File: src/rtl/lake_mem_pkg.sv
// Shared memory-port definitions: access formats,
// format size helper, response state encoding.
package lake_mem_pkg;

  localparam logic [2:0] FMT_B  = 3'b000;
  localparam logic [2:0] FMT_H  = 3'b001;
  localparam logic [2:0] FMT_W  = 3'b010;
  localparam logic [2:0] FMT_BU = 3'b100;
  localparam logic [2:0] FMT_HU = 3'b101;

  // Wide enough for any starvation limit up to 15
  localparam int AGE_W = 4;

  typedef enum logic [1:0] {
    RSP_IDLE,
    RSP_F,
    RSP_D
  } rsp_state_t;

  function automatic logic [2:0] fmt_bytes(
    input logic [2:0] fmt
  );
    case (fmt)
      FMT_B, FMT_BU: fmt_bytes = 3'd1;
      FMT_H, FMT_HU: fmt_bytes = 3'd2;
      default:       fmt_bytes = 3'd4;
    endcase
  endfunction

  function automatic logic fmt_legal(
    input logic [2:0] fmt
  );
    case (fmt)
      FMT_B, FMT_H, FMT_W,
      FMT_BU, FMT_HU: fmt_legal = 1'b1;
      default:        fmt_legal = 1'b0;
    endcase
  endfunction

endpackage

File: src/rtl/mem_port_arbiter_if.sv
// Bundle for the fetch port (f), data port (d) and
// memory side (m); i_/o_ prefixes are as seen by the arbiter.
// Modports: master = core side (drives f/d requests),
// slave = arbiter, mem = memory model/macro.
interface mem_port_arbiter_if;

  logic        i_f_req;
  logic [31:0] i_f_addr;
  logic        o_f_gnt;
  logic        o_f_rvalid;
  logic [31:0] o_f_inst;
  logic        o_f_err;

  logic        i_d_req;
  logic        i_d_we;
  logic [31:0] i_d_addr;
  logic [31:0] i_d_w_data;
  logic [2:0]  i_d_fmt;
  logic        o_d_gnt;
  logic        o_d_rvalid;
  logic [31:0] o_d_r_data;
  logic        o_d_err;

  logic [31:0] o_m_addr;
  logic [31:0] o_m_w_data;
  logic [2:0]  o_m_fmt;
  logic        o_m_r_en;
  logic        o_m_w_en;
  logic [31:0] i_m_r_data;

  modport master (
    output i_f_req, i_f_addr,
    input  o_f_gnt, o_f_rvalid,
    input  o_f_inst, o_f_err,
    output i_d_req, i_d_we, i_d_addr,
    output i_d_w_data, i_d_fmt,
    input  o_d_gnt, o_d_rvalid,
    input  o_d_r_data, o_d_err
  );

  modport slave (
    input  i_f_req, i_f_addr,
    output o_f_gnt, o_f_rvalid,
    output o_f_inst, o_f_err,
    input  i_d_req, i_d_we, i_d_addr,
    input  i_d_w_data, i_d_fmt,
    output o_d_gnt, o_d_rvalid,
    output o_d_r_data, o_d_err,
    output o_m_addr, o_m_w_data, o_m_fmt,
    output o_m_r_en, o_m_w_en,
    input  i_m_r_data
  );

  modport mem (
    input  o_m_addr, o_m_w_data, o_m_fmt,
    input  o_m_r_en, o_m_w_en,
    output i_m_r_data
  );

endinterface

File: src/rtl/mem_arb_age_ctr.sv
// Saturating count of consecutive cycles fetch was denied.
// Ports: clk_i, rst_i (async high), inc_i, clr_i, sat_o.
module mem_arb_age_ctr
  import lake_mem_pkg::*;
#(
  parameter int LIMIT = 4
) (
  input  logic clk_i,
  input  logic rst_i,
  input  logic inc_i,
  input  logic clr_i,
  output logic sat_o
);

  localparam logic [AGE_W-1:0] LIM = AGE_W'(LIMIT);

  logic [AGE_W-1:0] cnt_q, cnt_d;

  always_comb begin
    cnt_d = cnt_q;
    if (clr_i)
      cnt_d = '0;
    else if (inc_i && cnt_q != LIM)
      cnt_d = cnt_q + 1'b1;
  end

  always_ff @(posedge clk_i or posedge rst_i) begin
    if (rst_i) cnt_q <= '0;
    else       cnt_q <= cnt_d;
  end

  assign sat_o = (cnt_q == LIM);

endmodule

File: src/rtl/mem_port_arbiter.sv
// Fetch/data arbiter for one single-port unified memory.
// Ports: i_clk, i_rst (async high), bus (slave modport:
// f/d request+response ports, m_* memory side).
// Build option MEM_ARB_ROUND_ROBIN_EN: alternate grants
// under contention instead of D-priority + starvation guard.
module mem_port_arbiter
  import lake_mem_pkg::*;
#(
  parameter int MEM_SIZE     = 1024,
  parameter int STARVE_LIMIT = 4
) (
  input  logic               i_clk,
  input  logic               i_rst,
  mem_port_arbiter_if.slave  bus
);

  localparam logic [32:0] MEM_TOP = 33'(MEM_SIZE);

  logic f_req, d_req;
  logic f_win, f_gnt, d_gnt;

  assign f_req = bus.i_f_req;
  assign d_req = bus.i_d_req;

`ifdef MEM_ARB_ROUND_ROBIN_EN
  logic pref_f_q, pref_f_d;

  assign f_win = f_req && (!d_req || pref_f_q);

  // Pointer only moves on contention
  always_comb begin
    pref_f_d = pref_f_q;
    if (f_req && d_req)
      pref_f_d = !pref_f_q;
  end

  always_ff @(posedge i_clk or posedge i_rst) begin
    if (i_rst) pref_f_q <= 1'b0;
    else       pref_f_q <= pref_f_d;
  end
`else
  logic age_sat;

  mem_arb_age_ctr #(
    .LIMIT (STARVE_LIMIT)
  ) u_age (
    .clk_i (i_clk),
    .rst_i (i_rst),
    .inc_i (f_req && !f_gnt),
    .clr_i (!f_req || f_gnt),
    .sat_o (age_sat)
  );

  assign f_win = f_req && (!d_req || age_sat);
`endif

  assign f_gnt = f_win;
  assign d_gnt = d_req && !f_win;

  assign bus.o_f_gnt = f_gnt;
  assign bus.o_d_gnt = d_gnt;

  logic [31:0] f_waddr;
  logic [32:0] f_last;
  logic        f_err;

  assign f_waddr = bus.i_f_addr & 32'hFFFF_FFFC;
  assign f_last  = {1'b0, f_waddr} + 33'd3;
  assign f_err   = (f_last >= MEM_TOP);

  logic [2:0]  d_fmt;
  logic [2:0]  d_bytes;
  logic [32:0] d_last;
  logic        d_mis, d_ill, d_err;

  assign d_fmt   = bus.i_d_fmt;
  assign d_bytes = fmt_bytes(d_fmt);
  // 33-bit sum so a 32-bit wrap lands out of range
  assign d_last  = {1'b0, bus.i_d_addr}
                 + {30'd0, d_bytes} - 33'd1;

  assign d_mis =
    ((d_fmt == FMT_H || d_fmt == FMT_HU)
      && bus.i_d_addr[0]) ||
    (d_fmt == FMT_W && bus.i_d_addr[1:0] != 2'b00);

  assign d_ill = !fmt_legal(d_fmt) ||
    (bus.i_d_we &&
      (d_fmt == FMT_BU || d_fmt == FMT_HU));

  assign d_err = d_mis || d_ill || (d_last >= MEM_TOP);

  // Memory mux; erroring grants keep r_en/w_en low
  always_comb begin
    bus.o_m_addr   = '0;
    bus.o_m_w_data = '0;
    bus.o_m_fmt    = '0;
    bus.o_m_r_en   = 1'b0;
    bus.o_m_w_en   = 1'b0;
    unique case (1'b1)
      f_gnt: begin
        bus.o_m_addr = f_waddr;
        bus.o_m_fmt  = FMT_W;
        bus.o_m_r_en = !f_err;
      end
      d_gnt: begin
        bus.o_m_addr   = bus.i_d_addr;
        bus.o_m_w_data = bus.i_d_w_data;
        bus.o_m_fmt    = d_fmt;
        bus.o_m_r_en   = !bus.i_d_we && !d_err;
        bus.o_m_w_en   = bus.i_d_we && !d_err;
      end
      default: ;
    endcase
  end

  rsp_state_t  rsp_q, rsp_d;
  logic [31:0] f_inst_q, f_inst_d;
  logic        f_err_q, f_err_d;
  logic [31:0] d_data_q, d_data_d;
  logic        d_err_q, d_err_d;

  always_comb begin
    rsp_d    = RSP_IDLE;
    f_inst_d = '0;
    f_err_d  = 1'b0;
    d_data_d = '0;
    d_err_d  = 1'b0;
    unique case (1'b1)
      f_gnt: begin
        rsp_d    = RSP_F;
        f_err_d  = f_err;
        f_inst_d = f_err ? '0 : bus.i_m_r_data;
      end
      d_gnt: begin
        rsp_d    = RSP_D;
        d_err_d  = d_err;
        d_data_d = (bus.i_d_we || d_err)
                 ? '0 : bus.i_m_r_data;
      end
      default: ;
    endcase
  end

  always_ff @(posedge i_clk or posedge i_rst) begin
    if (i_rst) begin
      rsp_q    <= RSP_IDLE;
      f_inst_q <= '0;
      f_err_q  <= 1'b0;
      d_data_q <= '0;
      d_err_q  <= 1'b0;
    end else begin
      rsp_q    <= rsp_d;
      f_inst_q <= f_inst_d;
      f_err_q  <= f_err_d;
      d_data_q <= d_data_d;
      d_err_q  <= d_err_d;
    end
  end

  assign bus.o_f_rvalid = (rsp_q == RSP_F);
  assign bus.o_f_inst   = f_inst_q;
  assign bus.o_f_err    = f_err_q;
  assign bus.o_d_rvalid = (rsp_q == RSP_D);
  assign bus.o_d_r_data = d_data_q;
  assign bus.o_d_err    = d_err_q;

endmodule
File: src/flat_wrapper.sv
// flat-port wrapper written by rule: the top's interface ports become plain ports
module mem_port_arbiter_flat import lake_mem_pkg::*;
#(
  parameter int MEM_SIZE     = 1024,
  parameter int STARVE_LIMIT = 4
)
  (i_clk, i_rst, bus_i_f_req, bus_i_f_addr, bus_o_f_gnt, bus_o_f_rvalid, bus_o_f_inst, bus_o_f_err, bus_i_d_req, bus_i_d_we, bus_i_d_addr, bus_i_d_w_data, bus_i_d_fmt, bus_o_d_gnt, bus_o_d_rvalid, bus_o_d_r_data, bus_o_d_err, bus_o_m_addr, bus_o_m_w_data, bus_o_m_fmt, bus_o_m_r_en, bus_o_m_w_en, bus_i_m_r_data);
  mem_port_arbiter_if bus_i ();
  input  logic i_clk;
  input  logic i_rst;
  input wire logic [$bits(bus_i.i_f_req)-1:0] bus_i_f_req;
  input wire logic [$bits(bus_i.i_f_addr)-1:0] bus_i_f_addr;
  output wire logic [$bits(bus_i.o_f_gnt)-1:0] bus_o_f_gnt;
  output wire logic [$bits(bus_i.o_f_rvalid)-1:0] bus_o_f_rvalid;
  output wire logic [$bits(bus_i.o_f_inst)-1:0] bus_o_f_inst;
  output wire logic [$bits(bus_i.o_f_err)-1:0] bus_o_f_err;
  input wire logic [$bits(bus_i.i_d_req)-1:0] bus_i_d_req;
  input wire logic [$bits(bus_i.i_d_we)-1:0] bus_i_d_we;
  input wire logic [$bits(bus_i.i_d_addr)-1:0] bus_i_d_addr;
  input wire logic [$bits(bus_i.i_d_w_data)-1:0] bus_i_d_w_data;
  input wire logic [$bits(bus_i.i_d_fmt)-1:0] bus_i_d_fmt;
  output wire logic [$bits(bus_i.o_d_gnt)-1:0] bus_o_d_gnt;
  output wire logic [$bits(bus_i.o_d_rvalid)-1:0] bus_o_d_rvalid;
  output wire logic [$bits(bus_i.o_d_r_data)-1:0] bus_o_d_r_data;
  output wire logic [$bits(bus_i.o_d_err)-1:0] bus_o_d_err;
  output wire logic [$bits(bus_i.o_m_addr)-1:0] bus_o_m_addr;
  output wire logic [$bits(bus_i.o_m_w_data)-1:0] bus_o_m_w_data;
  output wire logic [$bits(bus_i.o_m_fmt)-1:0] bus_o_m_fmt;
  output wire logic [$bits(bus_i.o_m_r_en)-1:0] bus_o_m_r_en;
  output wire logic [$bits(bus_i.o_m_w_en)-1:0] bus_o_m_w_en;
  input wire logic [$bits(bus_i.i_m_r_data)-1:0] bus_i_m_r_data;
  assign bus_i.i_f_req = bus_i_f_req;
  assign bus_i.i_f_addr = bus_i_f_addr;
  assign bus_o_f_gnt = bus_i.o_f_gnt;
  assign bus_o_f_rvalid = bus_i.o_f_rvalid;
  assign bus_o_f_inst = bus_i.o_f_inst;
  assign bus_o_f_err = bus_i.o_f_err;
  assign bus_i.i_d_req = bus_i_d_req;
  assign bus_i.i_d_we = bus_i_d_we;
  assign bus_i.i_d_addr = bus_i_d_addr;
  assign bus_i.i_d_w_data = bus_i_d_w_data;
  assign bus_i.i_d_fmt = bus_i_d_fmt;
  assign bus_o_d_gnt = bus_i.o_d_gnt;
  assign bus_o_d_rvalid = bus_i.o_d_rvalid;
  assign bus_o_d_r_data = bus_i.o_d_r_data;
  assign bus_o_d_err = bus_i.o_d_err;
  assign bus_o_m_addr = bus_i.o_m_addr;
  assign bus_o_m_w_data = bus_i.o_m_w_data;
  assign bus_o_m_fmt = bus_i.o_m_fmt;
  assign bus_o_m_r_en = bus_i.o_m_r_en;
  assign bus_o_m_w_en = bus_i.o_m_w_en;
  assign bus_i.i_m_r_data = bus_i_m_r_data;
  mem_port_arbiter #(.MEM_SIZE(MEM_SIZE), .STARVE_LIMIT(STARVE_LIMIT)) u_core (.i_clk(i_clk), .i_rst(i_rst), .bus(bus_i));
endmodule
File: config.mk
export PLATFORM = sky130hd
export DESIGN_NAME = mem_port_arbiter_flat
export DESIGN_NICKNAME = d
export VERILOG_FILES = /design/src/rtl/lake_mem_pkg.sv /design/src/rtl/mem_port_arbiter_if.sv /design/src/rtl/mem_arb_age_ctr.sv /design/src/rtl/mem_port_arbiter.sv /design/src/flat_wrapper.sv
export SDC_FILE = /design/constraint.sdc
export NUM_CORES = 1
export LEC_CHECK = 0
export BUFFER_PORTS_ARGS = -buffer_cell sky130_fd_sc_hd__buf_2
export CELL_PAD_IN_SITES_DETAIL_PLACEMENT = 1
export CELL_PAD_IN_SITES_GLOBAL_PLACEMENT = 2
export CORE_UTILIZATION = 27
export CTS_CLUSTER_DIAMETER = 50
export CTS_CLUSTER_SIZE = 8
export DETAILED_ROUTE_END_ITERATION = 16
export PLACE_DENSITY_LB_ADDON = 0.15
export SYNTH_ARGS = -nofsm -noshare
export SYNTH_HDL_FRONTEND = slang
export SYNTH_SLANG_ARGS = --single-unit
File: constraint.sdc
create_clock -name i_clk -period 10.6 [get_ports i_clk]
set_clock_uncertainty 0.2 [all_clocks]
set_input_delay 0.53 -clock i_clk [delete_from_list [all_inputs] [get_ports i_clk]]
set_output_delay 0.53 -clock i_clk [all_outputs]
set_load 0.02 [all_outputs]
==> flow_metrics.env <==
export IMPL_status="complete, no violations"
export IMPL_netlist_area_um2=5360
export IMPL_detailed_place_area_um2=6930
export IMPL_finish_cell_count_without_fillers=1185
export IMPL_die_height_um=143
export IMPL_fin_hold_viols=0
export IMPL_cp_cell_sequence="buf_2, inv_1, nand2_1, ha_1, inv_1, ha_1, inv_1, fa_1, nand2b_1, a21oi_2, o211a_4, o31ai_1, mux2_2, a2111o_1, or4_4, nor4b_4, buf_4, a21o_1, buf_2"
export IMPL_syn_nets=837
export IMPL_grt_overflow_total=0
export IMPL_worst_skew_pair_late_latency_ns=0.32
export IMPL_finalWeightedCongestion=0.892
export IMPL_design_final_nets=1088
export IMPL_grt_antenna_before_repair=1
export IMPL_dominantRegCellSynth="sky130_fd_sc_hd__dfrtp_1"
export IMPL_ios=275
export IMPL_dp_cells=1169
export IMPL_post_synth_cell_area_avg_um2=8.07
export IMPL_critical_path_most_common_cell="sky130_fd_sc_hd__inv_1"
export IMPL_yosysWarningCount=0
export IMPL_cellInternalPower_uw=577
export IMPL_maxSlewHeadroom=0.409
export IMPL_worst_setup_hold_path_clk_slew_ns=0.05
export IMPL_final_util=0.372
export IMPL_timing_max_cap_violations=0
export IMPL_first_pass_grt_wire_length_mm=33.5
export IMPL_cts_hold_fix_buffers=0
export IMPL_postCtsResizedCells=0
export IMPL_arrival_ns=4.72
export IMPL_totalNegativeSetupSlack_ns=0
export IMPL_clock_power_share=0.378
export IMPL_layout_cell_area_non_filler_um2=7240
export IMPL_vias_per_cell=4.86
export IMPL_syn2layout_area_growth_pct=35.1
export IMPL_synth_ff_latch_count=72
export IMPL_post_route_drc_count=0
export IMPL_power_leakage_nw=4.09
export IMPL_hpwlAfterDp_mm=18.3
export IMPL_hold_worst_slack_ns=0.218
export IMPL_die_w_um=143
export IMPL_synth_seq_area_share=0.336
export IMPL_synth_xor_xnor_area_share=0.0114
export IMPL_routed_via_count=5763
export IMPL_fin_crit_sh=0.514
export IMPL_number_of_enable_flip_flop_cells_after_synthesis=0
export IMPL_netlist_cell_type_count=63
export IMPL_top_usage_layer="met2"
export IMPL_synth_compound_area_share=0.197
export IMPL_required_ns=9.87
export IMPL_synth_simple_gate_area_frac=0.292
export IMPL_power_uw=840
export IMPL_adder_cell_share_of_the_synthesized_area=0.0878
export IMPL_post_route_min_period_ns=5.45
export IMPL_areal_power_density_over_the_cells_nw_per_um2=116
export IMPL_p_switching_uw=262
export IMPL_setup_slack_ns=5.15
export IMPL_switching_power_share_of_the_total=0.313
export IMPL_slew_viol_final=0
export IMPL_ratio_of_cells_with_drive_above_1_in_the_final_layout=0.334
export IMPL_synth_top_family_by_area="simple AND/OR/NAND/NOR gates"
export IMPL_placeableCoreArea_um2=19500
export IMPL_pin_count_of_the_biggest_net_entering_global_routing=98
export IMPL_clock_tree_htree_level_count=3
export IMPL_max_vdd_ir_drop_mv=0.0673
export IMPL_post_synthesis_mux_area_share=0.00607
export IMPL_clock_tree_root_cell="sky130_fd_sc_hd__clkbuf_16"
export IMPL_crit_type="primary input to output pin"
export IMPL_fp_dieArea_um2=20400
export IMPL_gr_usage_met2=0.369
export IMPL_post_cts_setup_buffers=0
export IMPL_share_comb_of_total_power=0.292
export IMPL_fmax_mhz=184
export IMPL_critical_path_slowest_cell="sky130_fd_sc_hd__or4_4"
export IMPL_tritoncts="built"
export IMPL_drt_first_pass_iters=4
export IMPL_min_path_type="primary input to flip-flop"
export IMPL_cts_sinks=72
export IMPL_type_of_origin_of_the_critical_path="primary input"
export IMPL_fp_row_count=51
export IMPL_synth_async_sr_flop_share=1.00
export IMPL_postSynthCellCount=664
export IMPL_cts_inserted_buffers=9
export IMPL_routed_wl_mm=22.1
export IMPL_initial_utilization=0.275
export IMPL_path_max_fanout=33
export IMPL_number_of_routed_nets_with_antenna_violations=0
export IMPL_n_antenna_cell=0
export IMPL_finalSetupViolations=0
export IMPL_grt_setup_unrepaired="no"
export IMPL_grt_util_all_layers=0.213
export IMPL_dpl_worst_slack_ns=5.13
export IMPL_buffers_on_ports=272
export IMPL_num_fill_cells=2429
export IMPL_cts_buffer_depth=2
export IMPL_first_global_vias=6038
export IMPL_worst_pin_slew_ns=0.887
export IMPL_grt_use_met3=0.0389
export IMPL_route_detailed_wl_per_inst_um=18.6
export IMPL_pwr_share_seq=0.330
export IMPL_cpPeakStageDelay_ns=0.57
export IMPL_grt_util_met1=0.270
export IMPL_critPathCaptureType="output pin"
export IMPL_first_drt_iteration_drcs=249
==> logic make-up (layout without fill, tap and decap cells) <==
kind of cell / Yosys count / in the layout
flip-flops: 72 / 72
buffers and inverters: 90 / 346
AO/OA/AOI/OAI: 164 / 164
adder cells (fa/ha/maj): 37 / 37
AND/OR/NAND/NOR: 291 / 291
XOR/XNOR: 7 / 7
multiplexers: 3 / 3
==> flip-flops by register name, indices dropped and copies added, names as in the netlist <==
register               flops
u_core.bus.o_d_err         1
u_core.u_age.cnt_q         4
u_core.rsp_q               2
u_core.bus.o_f_inst       32
u_core.bus.o_d_r_data     32
u_core.bus.o_f_err         1
==> power groups by stage <==
stage / Sequential (mW) / Clock (mW) / Combinational, mW
floorplan: 0.282 / 0 / 0.151
global placement: 0.282 / 0 / 0.241
detailed placement: 0.282 / 0 / 0.245
CTS: 0.277 / 0.325 / 0.246
global route: 0.277 / 0.336 / 0.271
finish: 0.277 / 0.317 / 0.245
==> layer usage <==
layer / wire, um / part of all wire
met1: 9570 / 0.43
met3: 1240 / 0.056
met5: 12 / 0.00054
met2: 10800 / 0.49
met4: 439 / 0.020
==> area by class of cell <==
cell class	count	area, um2	share of cell area
Timing Repair Buffer	277	1400	0.193
Inverter	53	199	0.0275
Clock inverter	3	65.1	0.00898
Multi-Input combinational cell	502	3200	0.441
Tap cell	265	332	0.0458
Sequential cell	72	1800	0.249
Clock buffer	13	250	0.0346
==> critical path, delay by kind of cell <==
| kind | cells | cell delay (ns) |
|---|---|---|
| compound gates | 5 | 1.31 |
| fa+ha+maj | 3 | 0.62 |
| buf+inv | 6 | 0.81 |
| mux | 1 | 0.40 |
| simple gates | 4 | 1.04 |
==> cells in the mapped netlist, types with 5 or more instances <==
cell type                   n  share of area
sky130_fd_sc_hd__nor2b_1    7         0.0082
sky130_fd_sc_hd__and2_1    71          0.083
sky130_fd_sc_hd__clkbuf_1  30          0.021
sky130_fd_sc_hd__a21oi_1   40          0.037
sky130_fd_sc_hd__dfrtp_1   72           0.34
sky130_fd_sc_hd__nor4_1    10          0.012
sky130_fd_sc_hd__ha_1      36          0.084
sky130_fd_sc_hd__and3_1    38          0.044
sky130_fd_sc_hd__nand2_1   90          0.063
sky130_fd_sc_hd__a21o_1     8          0.011
sky130_fd_sc_hd__nand3_1    8         0.0075
sky130_fd_sc_hd__nand2b_1   5         0.0058
sky130_fd_sc_hd__xnor2_1    5         0.0082
sky130_fd_sc_hd__o211ai_1   9          0.013
sky130_fd_sc_hd__nand4_1   12          0.014
sky130_fd_sc_hd__nor2_1    24          0.017
sky130_fd_sc_hd__o21ai_0   51          0.048
sky130_fd_sc_hd__a31oi_1    5         0.0058
sky130_fd_sc_hd__a211oi_1  10          0.014
sky130_fd_sc_hd__nor3_1     8         0.0075
sky130_fd_sc_hd__inv_1     53          0.037
==> cells in the final DEF, fill, tap and decap left out, types with 3 or more instances in the layout <==
cell type and count:
sky130_fd_sc_hd__and2_1 70, sky130_fd_sc_hd__nand4_1 12, sky130_fd_sc_hd__or3_1 3, sky130_fd_sc_hd__clkbuf_1 3, sky130_fd_sc_hd__and3_1 38, sky130_fd_sc_hd__buf_2 272
sky130_fd_sc_hd__xnor2_1 5, sky130_fd_sc_hd__a21oi_1 40, sky130_fd_sc_hd__buf_4 5, sky130_fd_sc_hd__ha_1 36, sky130_fd_sc_hd__clkbuf_16 9, sky130_fd_sc_hd__o221ai_1 4
sky130_fd_sc_hd__o211ai_1 9, sky130_fd_sc_hd__nor4_1 9, sky130_fd_sc_hd__dfrtp_1 72, sky130_fd_sc_hd__o21ai_0 51, sky130_fd_sc_hd__o21a_1 4, sky130_fd_sc_hd__a31oi_1 5
sky130_fd_sc_hd__nand2b_1 5, sky130_fd_sc_hd__o21ai_1 3, sky130_fd_sc_hd__nand2_1 90, sky130_fd_sc_hd__a211oi_1 10, sky130_fd_sc_hd__nand3_1 8, sky130_fd_sc_hd__nor2b_1 6
sky130_fd_sc_hd__nor2_1 24, sky130_fd_sc_hd__a21o_1 8, sky130_fd_sc_hd__inv_1 52, sky130_fd_sc_hd__o31ai_1 3, sky130_fd_sc_hd__nor3_1 8, sky130_fd_sc_hd__o21bai_1 4
==> path summary, 6_finish.rpt <==
kind / slack [ns] / from / depth (start not counted) / end
setup / recovery: 5.15 / bus_i_d_fmt[1] / 19 / bus_o_m_r_en
hold / removal: 0.22 / bus_i_m_r_data[16] / 2 / u_core.bus.o_d_r_data[16]
setup reg to reg: 7.91 / u_core.u_age.cnt_q[0] / 11 / u_core.bus.o_d_r_data[14]
hold reg to reg: 0.29 / u_core.u_age.cnt_q[0] / 1 / u_core.u_age.cnt_q[0]
max in group asynchronous: 9.36 / i_rst / 3 / u_core.bus.o_f_inst[8]
min in group asynchronous: 0.26 / i_rst / 3 / u_core.bus.o_f_inst[16]
No activity file was read; power rests on OpenSTA's default activity.
